$ cat config.mk
export PLATFORM = sky130hd
export DESIGN_NAME = sccb_arbiter_flat
export DESIGN_NICKNAME = d
export VERILOG_FILES = /design/src/rtl/sccb_pkg.sv /design/src/rtl/sccb_arbiter_if.sv /design/src/rtl/sccb_rr_pick.sv /design/src/rtl/sccb_arbiter.sv /design/src/flat_wrapper.sv
export SDC_FILE = /design/constraint.sdc
export NUM_CORES = 1
export LEC_CHECK = 0
export CORE_MARGIN = 3
export CORE_UTILIZATION = 45
export CTS_BUF_LIST = sky130_fd_sc_hd__clkbuf_2 sky130_fd_sc_hd__clkbuf_4 sky130_fd_sc_hd__clkbuf_8
export DETAILED_ROUTE_END_ITERATION = 16
export PLACE_DENSITY_LB_ADDON = 0.08
export SKIP_LAST_GASP = 1
export SYNTH_ARGS = -nofsm -noshare
export SYNTH_HDL_FRONTEND = slang
export SYNTH_HIERARCHICAL = 1
export SYNTH_SLANG_ARGS = --single-unit
$ cat constraint.sdc
create_clock -name clk -period 1.76 [get_ports clk]
set_input_delay 0.44 -clock clk [delete_from_list [all_inputs] [get_ports clk]]
set_output_delay 0.44 -clock clk [all_outputs]
set_load 0.005 [all_outputs]
$ cat src/rtl/sccb_pkg.sv
// sccb_pkg: shared state encoding, SCCB data width and default timing for the SCCB write arbiter
package sccb_pkg;
  typedef enum logic [2:0] {
    ST_IDLE,
    ST_LAUNCH,
    ST_WAIT_BUSY,
    ST_XFER,
    ST_GAP
  } state_t;
  localparam int SCCB_DW = 8;
  localparam int DEF_GAP_CYC = 50;
  localparam int DEF_START_WAIT = 64;
  localparam int DEF_TIMEOUT_CYC = 2500000;
endpackage

$ cat src/rtl/sccb_arbiter_if.sv
// sccb_arbiter_if: requester handshake plus SCCB_send launch/busy signals of the arbiter
interface sccb_arbiter_if
  import sccb_pkg::*;
#(
  parameter int N_REQ = 2
);
  logic [N_REQ-1:0] req, gnt, done, err;
  logic [SCCB_DW*N_REQ-1:0] req_addr, req_value;
  logic sccb_send, sccb_busy, bus_idle;
  logic [SCCB_DW-1:0] sccb_address, sccb_value;
  modport slave (
    input  req, req_addr, req_value, sccb_busy,
    output gnt, done, err, sccb_send, sccb_address, sccb_value, bus_idle
  );
  modport master (
    output req, req_addr, req_value, sccb_busy,
    input  gnt, done, err, sccb_send, sccb_address, sccb_value, bus_idle
  );
endinterface

$ cat src/rtl/sccb_rr_pick.sv
// sccb_rr_pick: combinational round-robin picker, first set request at or after ptr (wrapping)
module sccb_rr_pick #(
  parameter int N_REQ = 2
) (
  input  logic [N_REQ-1:0]         req,
  input  logic [$clog2(N_REQ)-1:0] ptr,
  output logic [N_REQ-1:0]         onehot,
  output logic [$clog2(N_REQ)-1:0] idx,
  output logic                     any
);
  localparam int IW = $clog2(N_REQ);
  logic [N_REQ-1:0] rot;
  logic [IW-1:0] off;
  logic [IW:0] sum;
  // rotate so bit 0 is the requester the pointer names, then take the lowest set offset
  assign rot = N_REQ'({req, req} >> ptr);
  always_comb begin
    off = '0;
    for (int k = N_REQ - 1; k >= 0; k--)
      if (rot[k]) off = IW'(k);
  end
  assign sum = {1'b0, ptr} + {1'b0, off};
  assign idx = sum >= (IW+1)'(N_REQ) ? IW'(sum - (IW+1)'(N_REQ)) : IW'(sum);
  assign any = |req;
  assign onehot = any ? N_REQ'(1) << idx : '0;
endmodule

$ cat src/rtl/sccb_arbiter.sv
// sccb_arbiter: round-robin sharing of one SCCB_send write engine between N_REQ requesters.
// Define SCCB_ARB_TIMEOUT_EN to add the start/busy watchdog that ends a stuck write with an err pulse.
module sccb_arbiter
  import sccb_pkg::*;
#(
  parameter int N_REQ   = 2,
  parameter int GAP_CYC = DEF_GAP_CYC
`ifdef SCCB_ARB_TIMEOUT_EN
  ,
  parameter int START_WAIT  = DEF_START_WAIT,
  parameter int TIMEOUT_CYC = DEF_TIMEOUT_CYC
`endif
) (
  input logic           clk,
  input logic           rst_n,
  sccb_arbiter_if.slave bus
);
  localparam int IW = $clog2(N_REQ);
  localparam int GW = $clog2(GAP_CYC + 1);
  state_t state, nxt;
  logic [N_REQ-1:0] pick_oh;
  logic [IW-1:0] pick_idx, ptr, g;
  logic any, busy_q, busy_qq, rise, fall, gap_end, wd_exp;
  logic [GW-1:0] gap_cnt;

  sccb_rr_pick #(.N_REQ(N_REQ)) u_pick (
    .req(bus.req), .ptr(ptr), .onehot(pick_oh), .idx(pick_idx), .any(any)
  );

  assign rise = busy_q & ~busy_qq;
  assign fall = ~busy_q & busy_qq;
  assign gap_end = gap_cnt == GW'(GAP_CYC - 1);
  assign bus.bus_idle = state == ST_IDLE;

`ifdef SCCB_ARB_TIMEOUT_EN
  localparam int WD_MAX = START_WAIT > TIMEOUT_CYC ? START_WAIT : TIMEOUT_CYC;
  localparam int WW = $clog2(WD_MAX + 1);
  logic [WW-1:0] wd_cnt;
  // a busy edge in the expiry cycle wins over the watchdog
  assign wd_exp = (state == ST_WAIT_BUSY && !rise && wd_cnt == WW'(START_WAIT - 1)) ||
                  (state == ST_XFER && !fall && wd_cnt == WW'(TIMEOUT_CYC - 1));
  always_ff @(posedge clk or negedge rst_n)
    if (!rst_n) wd_cnt <= '0;
    else wd_cnt <= state == nxt ? wd_cnt + 1'b1 : '0;
`else
  assign wd_exp = 1'b0;
  assign bus.err = '0;
`endif

  always_ff @(posedge clk or negedge rst_n)
    if (!rst_n) state <= ST_IDLE;
    else state <= nxt;

  always_comb begin
    nxt = state;
    case (state)
      ST_IDLE:      nxt = any ? ST_LAUNCH : ST_IDLE;
      ST_LAUNCH:    nxt = ST_WAIT_BUSY;
      ST_WAIT_BUSY: nxt = rise ? ST_XFER : wd_exp ? ST_GAP : ST_WAIT_BUSY;
      ST_XFER:      nxt = (fall || wd_exp) ? ST_GAP : ST_XFER;
      ST_GAP:       nxt = gap_end ? ST_IDLE : ST_GAP;
      default:      nxt = ST_IDLE;
    endcase
  end

  always_ff @(posedge clk or negedge rst_n)
    if (!rst_n) begin
      busy_q <= 1'b0;
      busy_qq <= 1'b0;
      bus.gnt <= '0;
      bus.done <= '0;
`ifdef SCCB_ARB_TIMEOUT_EN
      bus.err <= '0;
`endif
      bus.sccb_send <= 1'b0;
      bus.sccb_address <= '0;
      bus.sccb_value <= '0;
      ptr <= '0;
      g <= '0;
      gap_cnt <= '0;
    end else begin
      busy_q <= bus.sccb_busy;
      busy_qq <= busy_q;
      bus.done <= '0;
      gap_cnt <= state == ST_GAP ? gap_cnt + 1'b1 : '0;
      if (state == ST_IDLE && any) begin
        bus.gnt <= pick_oh;
        g <= pick_idx;
        bus.sccb_address <= SCCB_DW'(bus.req_addr >> {pick_idx, 3'b000});
        bus.sccb_value <= SCCB_DW'(bus.req_value >> {pick_idx, 3'b000});
      end
      if (state == ST_LAUNCH) begin
        bus.sccb_send <= ~bus.sccb_send;
        ptr <= g == IW'(N_REQ - 1) ? '0 : g + 1'b1;
      end
      if (state == ST_XFER && fall) begin
        bus.done <= bus.gnt;
        bus.gnt <= '0;
      end
`ifdef SCCB_ARB_TIMEOUT_EN
      bus.err <= '0;
      if (wd_exp) begin
        bus.err <= bus.gnt;
        bus.gnt <= '0;
      end
`endif
    end
endmodule
$ cat src/flat_wrapper.sv
// flat-port wrapper written by rule: the top's interface ports become plain ports
module sccb_arbiter_flat import sccb_pkg::*;
#(
  parameter int N_REQ   = 2,
  parameter int GAP_CYC = DEF_GAP_CYC

)
  (clk, rst_n, bus_req, bus_req_addr, bus_req_value, bus_sccb_busy, bus_gnt, bus_done, bus_err, bus_sccb_send, bus_sccb_address, bus_sccb_value, bus_bus_idle);
  sccb_arbiter_if #(.N_REQ(N_REQ)) bus_i ();
  input logic clk;
  input logic rst_n;
  input wire logic [$bits(bus_i.req)-1:0] bus_req;
  input wire logic [$bits(bus_i.req_addr)-1:0] bus_req_addr;
  input wire logic [$bits(bus_i.req_value)-1:0] bus_req_value;
  input wire logic [$bits(bus_i.sccb_busy)-1:0] bus_sccb_busy;
  output wire logic [$bits(bus_i.gnt)-1:0] bus_gnt;
  output wire logic [$bits(bus_i.done)-1:0] bus_done;
  output wire logic [$bits(bus_i.err)-1:0] bus_err;
  output wire logic [$bits(bus_i.sccb_send)-1:0] bus_sccb_send;
  output wire logic [$bits(bus_i.sccb_address)-1:0] bus_sccb_address;
  output wire logic [$bits(bus_i.sccb_value)-1:0] bus_sccb_value;
  output wire logic [$bits(bus_i.bus_idle)-1:0] bus_bus_idle;
  assign bus_i.req = bus_req;
  assign bus_i.req_addr = bus_req_addr;
  assign bus_i.req_value = bus_req_value;
  assign bus_i.sccb_busy = bus_sccb_busy;
  assign bus_gnt = bus_i.gnt;
  assign bus_done = bus_i.done;
  assign bus_err = bus_i.err;
  assign bus_sccb_send = bus_i.sccb_send;
  assign bus_sccb_address = bus_i.sccb_address;
  assign bus_sccb_value = bus_i.sccb_value;
  assign bus_bus_idle = bus_i.bus_idle;
  sccb_arbiter #(.N_REQ(N_REQ), .GAP_CYC(GAP_CYC)) u_core (.clk(clk), .rst_n(rst_n), .bus(bus_i));
endmodule
Word level (Yosys, flattened, before mapping)
Cells that the tools add are included.
Cells by class
  $add $sub $neg: 4
  $lt $le $gt $ge: 1
  equal/unequal tests: 5
  shifts and indexed selects: 4
  mux-type cells: 14
  bitwise operators: 5
  reduce and logical (&&, ||, !) cells: 5
Operators with widths (number)
  $shr A16 B4 Y8: 2
  $pmux W3 S5: 1
  $mux W2: 4
  $add A6 B1 Y6 const B: 1
  $eq A3 B2 Y1 const B: 2
  $eq A6 B6 Y1 const B: 1
  $mux W1: 6
  $mux W3: 2
  $mux W6: 1
  $shr A4 B1 Y2: 1
  $eq A3 B1 Y1 const B: 1
  $eq A3 B3 Y1 const B: 1
  $logic_not A3 Y1: 1
  $not A1 Y1: 3
  $add A1 B1 Y2: 1
  $and A1 B1 Y1: 2
  $ge A2 B2 Y1 const B: 1
  $logic_and A1 B1 Y1: 2
  $reduce_bool A2 Y1: 1
  $reduce_or A2 Y1: 1
  $shl A1 B1 Y2 const A: 1
  $add A1 B1 Y1 const B: 1
  $sub A1 B1 Y1 const B: 1
Word-level totals
  register bits: 34
  bits of input ports: 37
  output and inout port bits: 24

Longest topological paths before layout
  depth after elaboration: 10
  mapped depth: 6
  mapped depth without buffers: 4

Cells and area by module
The synthesis kept the hierarchy.
Modules (own cells, without submodules)
  sccb_arbiter: instances 1, cells each 137, area each 1541.5 sq um, sequential area each 850.8 sq um
  sccb_rr_pick: instances 1, cells each 6, area each 36.3 sq um, sequential area each 0.0 sq um

Worst setup path after synthesis
OpenSTA, ideal clock, no wires.
  path kind: in2reg
  from: input bus_req[0]
  to: register u_core.bus.sccb_value[6]
  library setup time: 122 ps
  arrival: 1388 ps
  data required time: 1638 ps
  path slack: 249 ps
  stages on the path: 6
  buffers on the path: 2
  cell sequence: a21boi_2 > nor2_1 > buf_4 > buf_2 > mux2i_1 > a21oi_2
Between the ends
  word-level cells in the longest chain between the ends: 7
  elaborated cells between the ends (all ways): 10
  classes of those cells: 2 x add/sub; 1 x order compare; 2 x shift; 3 x mux; 2 x reduce/logical
Ends and longest elaborated chain
  start, declared: RTL line flat_wrapper.sv:12  | input wire logic [$bits(bus_i.req)-1:0] bus_req;
  $shr A4 B1 Y2 (*): RTL line sccb_rr_pick.sv:16  | assign rot = N_REQ'({req, req} >> ptr);
  $mux W1: RTL line sccb_rr_pick.sv:20  | if (rot[k]) off = IW'(k);
  $mux W1 (*): RTL line sccb_rr_pick.sv:20
  $add A1 B1 Y2 (*): RTL line sccb_rr_pick.sv:22  | assign sum = {1'b0, ptr} + {1'b0, off};
  $ge A2 B2 Y1 / $sub A1 B1 Y1 (equally long branches): RTL line sccb_rr_pick.sv:23  | assign idx = sum >= (IW+1)'(N_REQ) ? IW'(sum - (IW+1)'(N_REQ)) : IW'(sum);
  $mux W1 (*): RTL line sccb_rr_pick.sv:23
  net u_core.pick_idx: RTL line sccb_arbiter.sv:22  | logic [IW-1:0] pick_idx, ptr, g;
  $shr A16 B4 Y8 (*): RTL line sccb_arbiter.sv:90  | bus.sccb_value <= SCCB_DW'(bus.req_value >> {pick_idx, 3'b000});
  end signal, assigned: RTL line sccb_arbiter.sv:90
  end, declared: RTL line sccb_arbiter_if.sv:13  | output gnt, done, err, sccb_send, sccb_address, sccb_value, bus_idle
The timed path passes the listed nets; every way through them passes the cells marked *.
A chain may end at the register's enable or synchronous reset.

Worst setup path after layout
  from: register u_core.bus.sccb_address[1]
  to: output bus_sccb_address[1]
RTL lines
  start, declared: RTL line sccb_arbiter_if.sv:13
  start signal, assigned: RTL line sccb_arbiter.sv:89  | bus.sccb_address <= SCCB_DW'(bus.req_addr >> {pick_idx, 3'b000});
  end, declared: RTL line flat_wrapper.sv:20  | output wire logic [$bits(bus_i.sccb_address)-1:0] bus_sccb_address;
No word-level cell between the ends.

==> impl_metrics.yaml <==
flow_run:
  maxCapViolCount: 0
detailed_routing:
  wl_um: 3437
  first_pass_iters: 4
  num_vias: 1235
  dr.first_iter.drc_count: 64
  remaining_drc_errors: 0
  avgRoutedWirePerCell_um: 13.53
  ant_nets: 0
  viasPerCell: 4.862
sta:
  period_needed_ps: 1673
  drv_slew: 0
  setup_viol: 0
  hold_violations: 0
  finalWorstSetupSlack_ps: 87.50
  max_freq_mhz: 597.9
  post-route-period-util_pct: 95.03
  whs_ps: 410.9
  skew_ps: 5.829
  rsz0062_at_grt: "false"
clocking:
  clkTransAtPathRegs_ps: 110
  cts_tree: "built"
  clockBufferDepth: 2
  htreeDepth: 2
  insertion_delay_ps: 340
  root_buffer: "clkbuf_4"
  clock_sinks: 34
  numCtsBuffers: 5
  postCtsSetupBuffers: 0
setup_path:
  slowest_delay_ps: 520
  critPathLaunchType: "register"
  path_buf_inv: 1
  cp_data_required_time_ps: 1320
  rr_worst_depth: 5
  regToRegEndpoint: "u_core/bus.sccb_address[0]"
  reg2reg_from: "u_core/state[2]"
  ff2ff_setup_slack_ps: 240
  cp_top_family: "buffers and inverters"
  worstPathArrival_ps: 1230
  slowest_stage: "clkdlybuf4s50_1"
  path_cells: "clkdlybuf4s50_1"
  critPathMaxFanout: 2
  endpoint_kind: "output pin"
  crit_type: "register to output pin"
power_and_ir_drop:
  power_frac_seq_pct: 36.4
  p_switching_mw: 0.9745
  clockPowerShare_pct: 22.8
  comb_power_share_pct: 40.8
  switching_share_pct: 29.47
  power.total_mw: 3.307
  p_leak_nw: 1.023
  power.internal_mw: 2.333
  power_density_nw_per_um2: 1412
  ir_worst_vdd_uv: 1195
synth:
  synth.avg_cell_area_sq_um: 11.03
  syn_area_sq_um: 1578
  ys_seq_area_share_pct: 53.93
  synth_top_family_by_area: "simple AND/OR/NAND/NOR gates"
  synth_compound_area_share_pct: 10.39
  ys_warn_count: 6
  synthDistinctLibCells: 32
  synthAdderAreaFrac_pct: 2.220
  yosys.area_share.simple_pct: 14.35
  ys_seq_elements: 34
  postSynthCellCount: 143
  synth_xor_area_share_pct: 2.220
  synthMuxAreaShare_pct: 10.86
placed_design:
  placed_area_sq_um: 2232
  portBuffers: 58
  place_hpwl_um: 2550
  post-place-cells: 246
  gp_congestion: 0.6963
  post-place-ws_ps: -161.3
min_path:
  hold_path_class: "register to register"
  timing.hold.worst_path_depth: 0
  hp-start: "u_core/busy_q"
  hold_end: "u_core/busy_qq"
layout:
  final_common_cell: "clkdlybuf4s50_1"
  n_antenna_cell: 0
  seqCellArea_sq_um: 850.8
  multiInputGateArea_sq_um: 650.6
  final_cell_mix: "57 x clkdlybuf4s50_1, 34 x dfrtp_1, 24 x nor2_1"
  final_cell_count_no_fill: 254
  final_area_sq_um: 2342
  nets: 248
  drive_above_1_share_pct: 13.33
  syn_to_final_growth_pct: 48.45
  nFillCells: 240
die:
  start_util_pct: 49.26
  core_sq_um: 3203
  die_y_um: 65.21
  rows: 20
  io_pins: 61
  dieWidth_um: 65.21
  dieArea_sq_um: 4252
global_routing:
  track_usage_pct: 18.03
  grt-ovfl-total: 0
  grt_pass1_vias: 1294
  grt_max_degree: 35
  grt_pass1_wl_um: 5713
  antenna_found_initial: 0
outcome:
  status: "complete, no violations"
==> cell usage after synthesis <==
cell	number	area, sq um
buf_2	1	5.000
nand3_1	3	15.01
xor2_1	2	17.52
xnor2_1	2	17.52
ha_1	2	25.02
conb_1	1	3.750
inv_1	4	15.01
and2_1	1	6.260
nor4b_2	1	15.01
and4b_1	1	10.01
a21boi_2	1	11.26
nand2b_1	2	12.51
buf_6	3	33.78
or3_1	1	6.260
a41oi_2	1	16.27
a21boi_1	1	7.510
or3b_2	1	8.760
mux2i_1	16	160.2
nor3_1	2	10.01
a21oi_1	13	65.06
or3b_1	1	8.760
dfrtp_1	34	850.8
a31o_2	1	8.760
a21oi_2	4	35.03
mux2_2	1	11.26
maj3_1	1	10.01
nand2_1	4	15.01
and3_1	2	12.51
o21ai_0	4	20.02
buf_4	5	37.54
or2_1	2	12.51
nor2_1	25	93.84
==> through the flow <==
step,setup TNS [ps],util [%]
floorplan,0,-
global placement,-1595,69.69
detailed placement,-2538,69.69
CTS,0,73.13
global route,0,73.13
finish,0,73.13
==> worst max path at each step <==
stage	to	from	cells after the start	slack, ps
6_report	bus_sccb_address[1]	u_core/bus.sccb_address[1]	1	90
5_1_grt	bus_gnt[0]	u_core/bus.gnt[0]	1	20
4_1_cts	bus_sccb_address[1]	u_core/bus.sccb_address[1]	1	70
3_5_place_dp	u_core/bus.sccb_address[0]	bus_req[1]	6	-160
3_3_place_gp	u_core/bus.sccb_value[5]	bus_req[1]	6	-100
2_1_floorplan	u_core/bus.sccb_value[6]	bus_req[0]	6	250
==> per-layer routing <==
metal	wire [um]	vias up	track usage (%)
met5	0	-	0
met4	54	0	7.772
met3	263	6	7.692
met2	1777	42	31.61
met1	1342	579	18.67
li1	-	608	-
==> power by group through the flow <==
stage	Sequential, mW	Clock, mW	Combinational (mW)
2_1_floorplan	1.24	0	0.614
3_3_place_gp	1.21	0	1.33
3_5_place_dp	1.22	0	1.37
4_1_cts	1.21	0.764	1.37
5_1_grt	1.25	0.804	1.48
6_report	1.20	0.754	1.35
==> sequential cells by signal, summed over array words and instances, names as in the netlist <==
signal	cells
u_core/bus.sccb_address	8
u_core/bus.gnt	2
u_core/g	1
u_core/busy_qq	1
u_core/bus.sccb_send	1
u_core/state	3
u_core/bus.done	2
u_core/busy_q	1
u_core/gap_cnt	6
u_core/bus.sccb_value	8
u_core/ptr	1
==> worst reg2reg max path: stages (launching register included) <==
cell and delay (ps):
dfrtp_1 400, buf_4 160, nor4b_4 360, buf_4 290, nor2_1 80, a21oi_1 150
==> kinds of logic after synthesis <==
family                   Yosys count
AO/OA/AOI/OAI                     25
XOR/XNOR                           4
adder cells (fa/ha/maj)            3
buffers and inverters             13
flip-flops                        34
multiplexers                      17
other                              1
AND/OR/NAND/NOR                   46
==> repair_timing <==
action / 4_1_cts / 5_1_grt
resized for setup: 1 / 0
hold buffers: 0 / 0
setup endpoints to repair: 1 / 0
==> layout make-up <==
class                           instances  area share, %
Clock buffer                            6          2.190
Clock inverter                          2          2.564
Inverter                                4         0.6410
Multi-Input combinational cell         97          27.78
Sequential cell                        34          36.32
Tap cell                               44          2.350
Timing Repair Buffer                   67          28.15
Note: power is estimated with default switching activity, not from simulation.
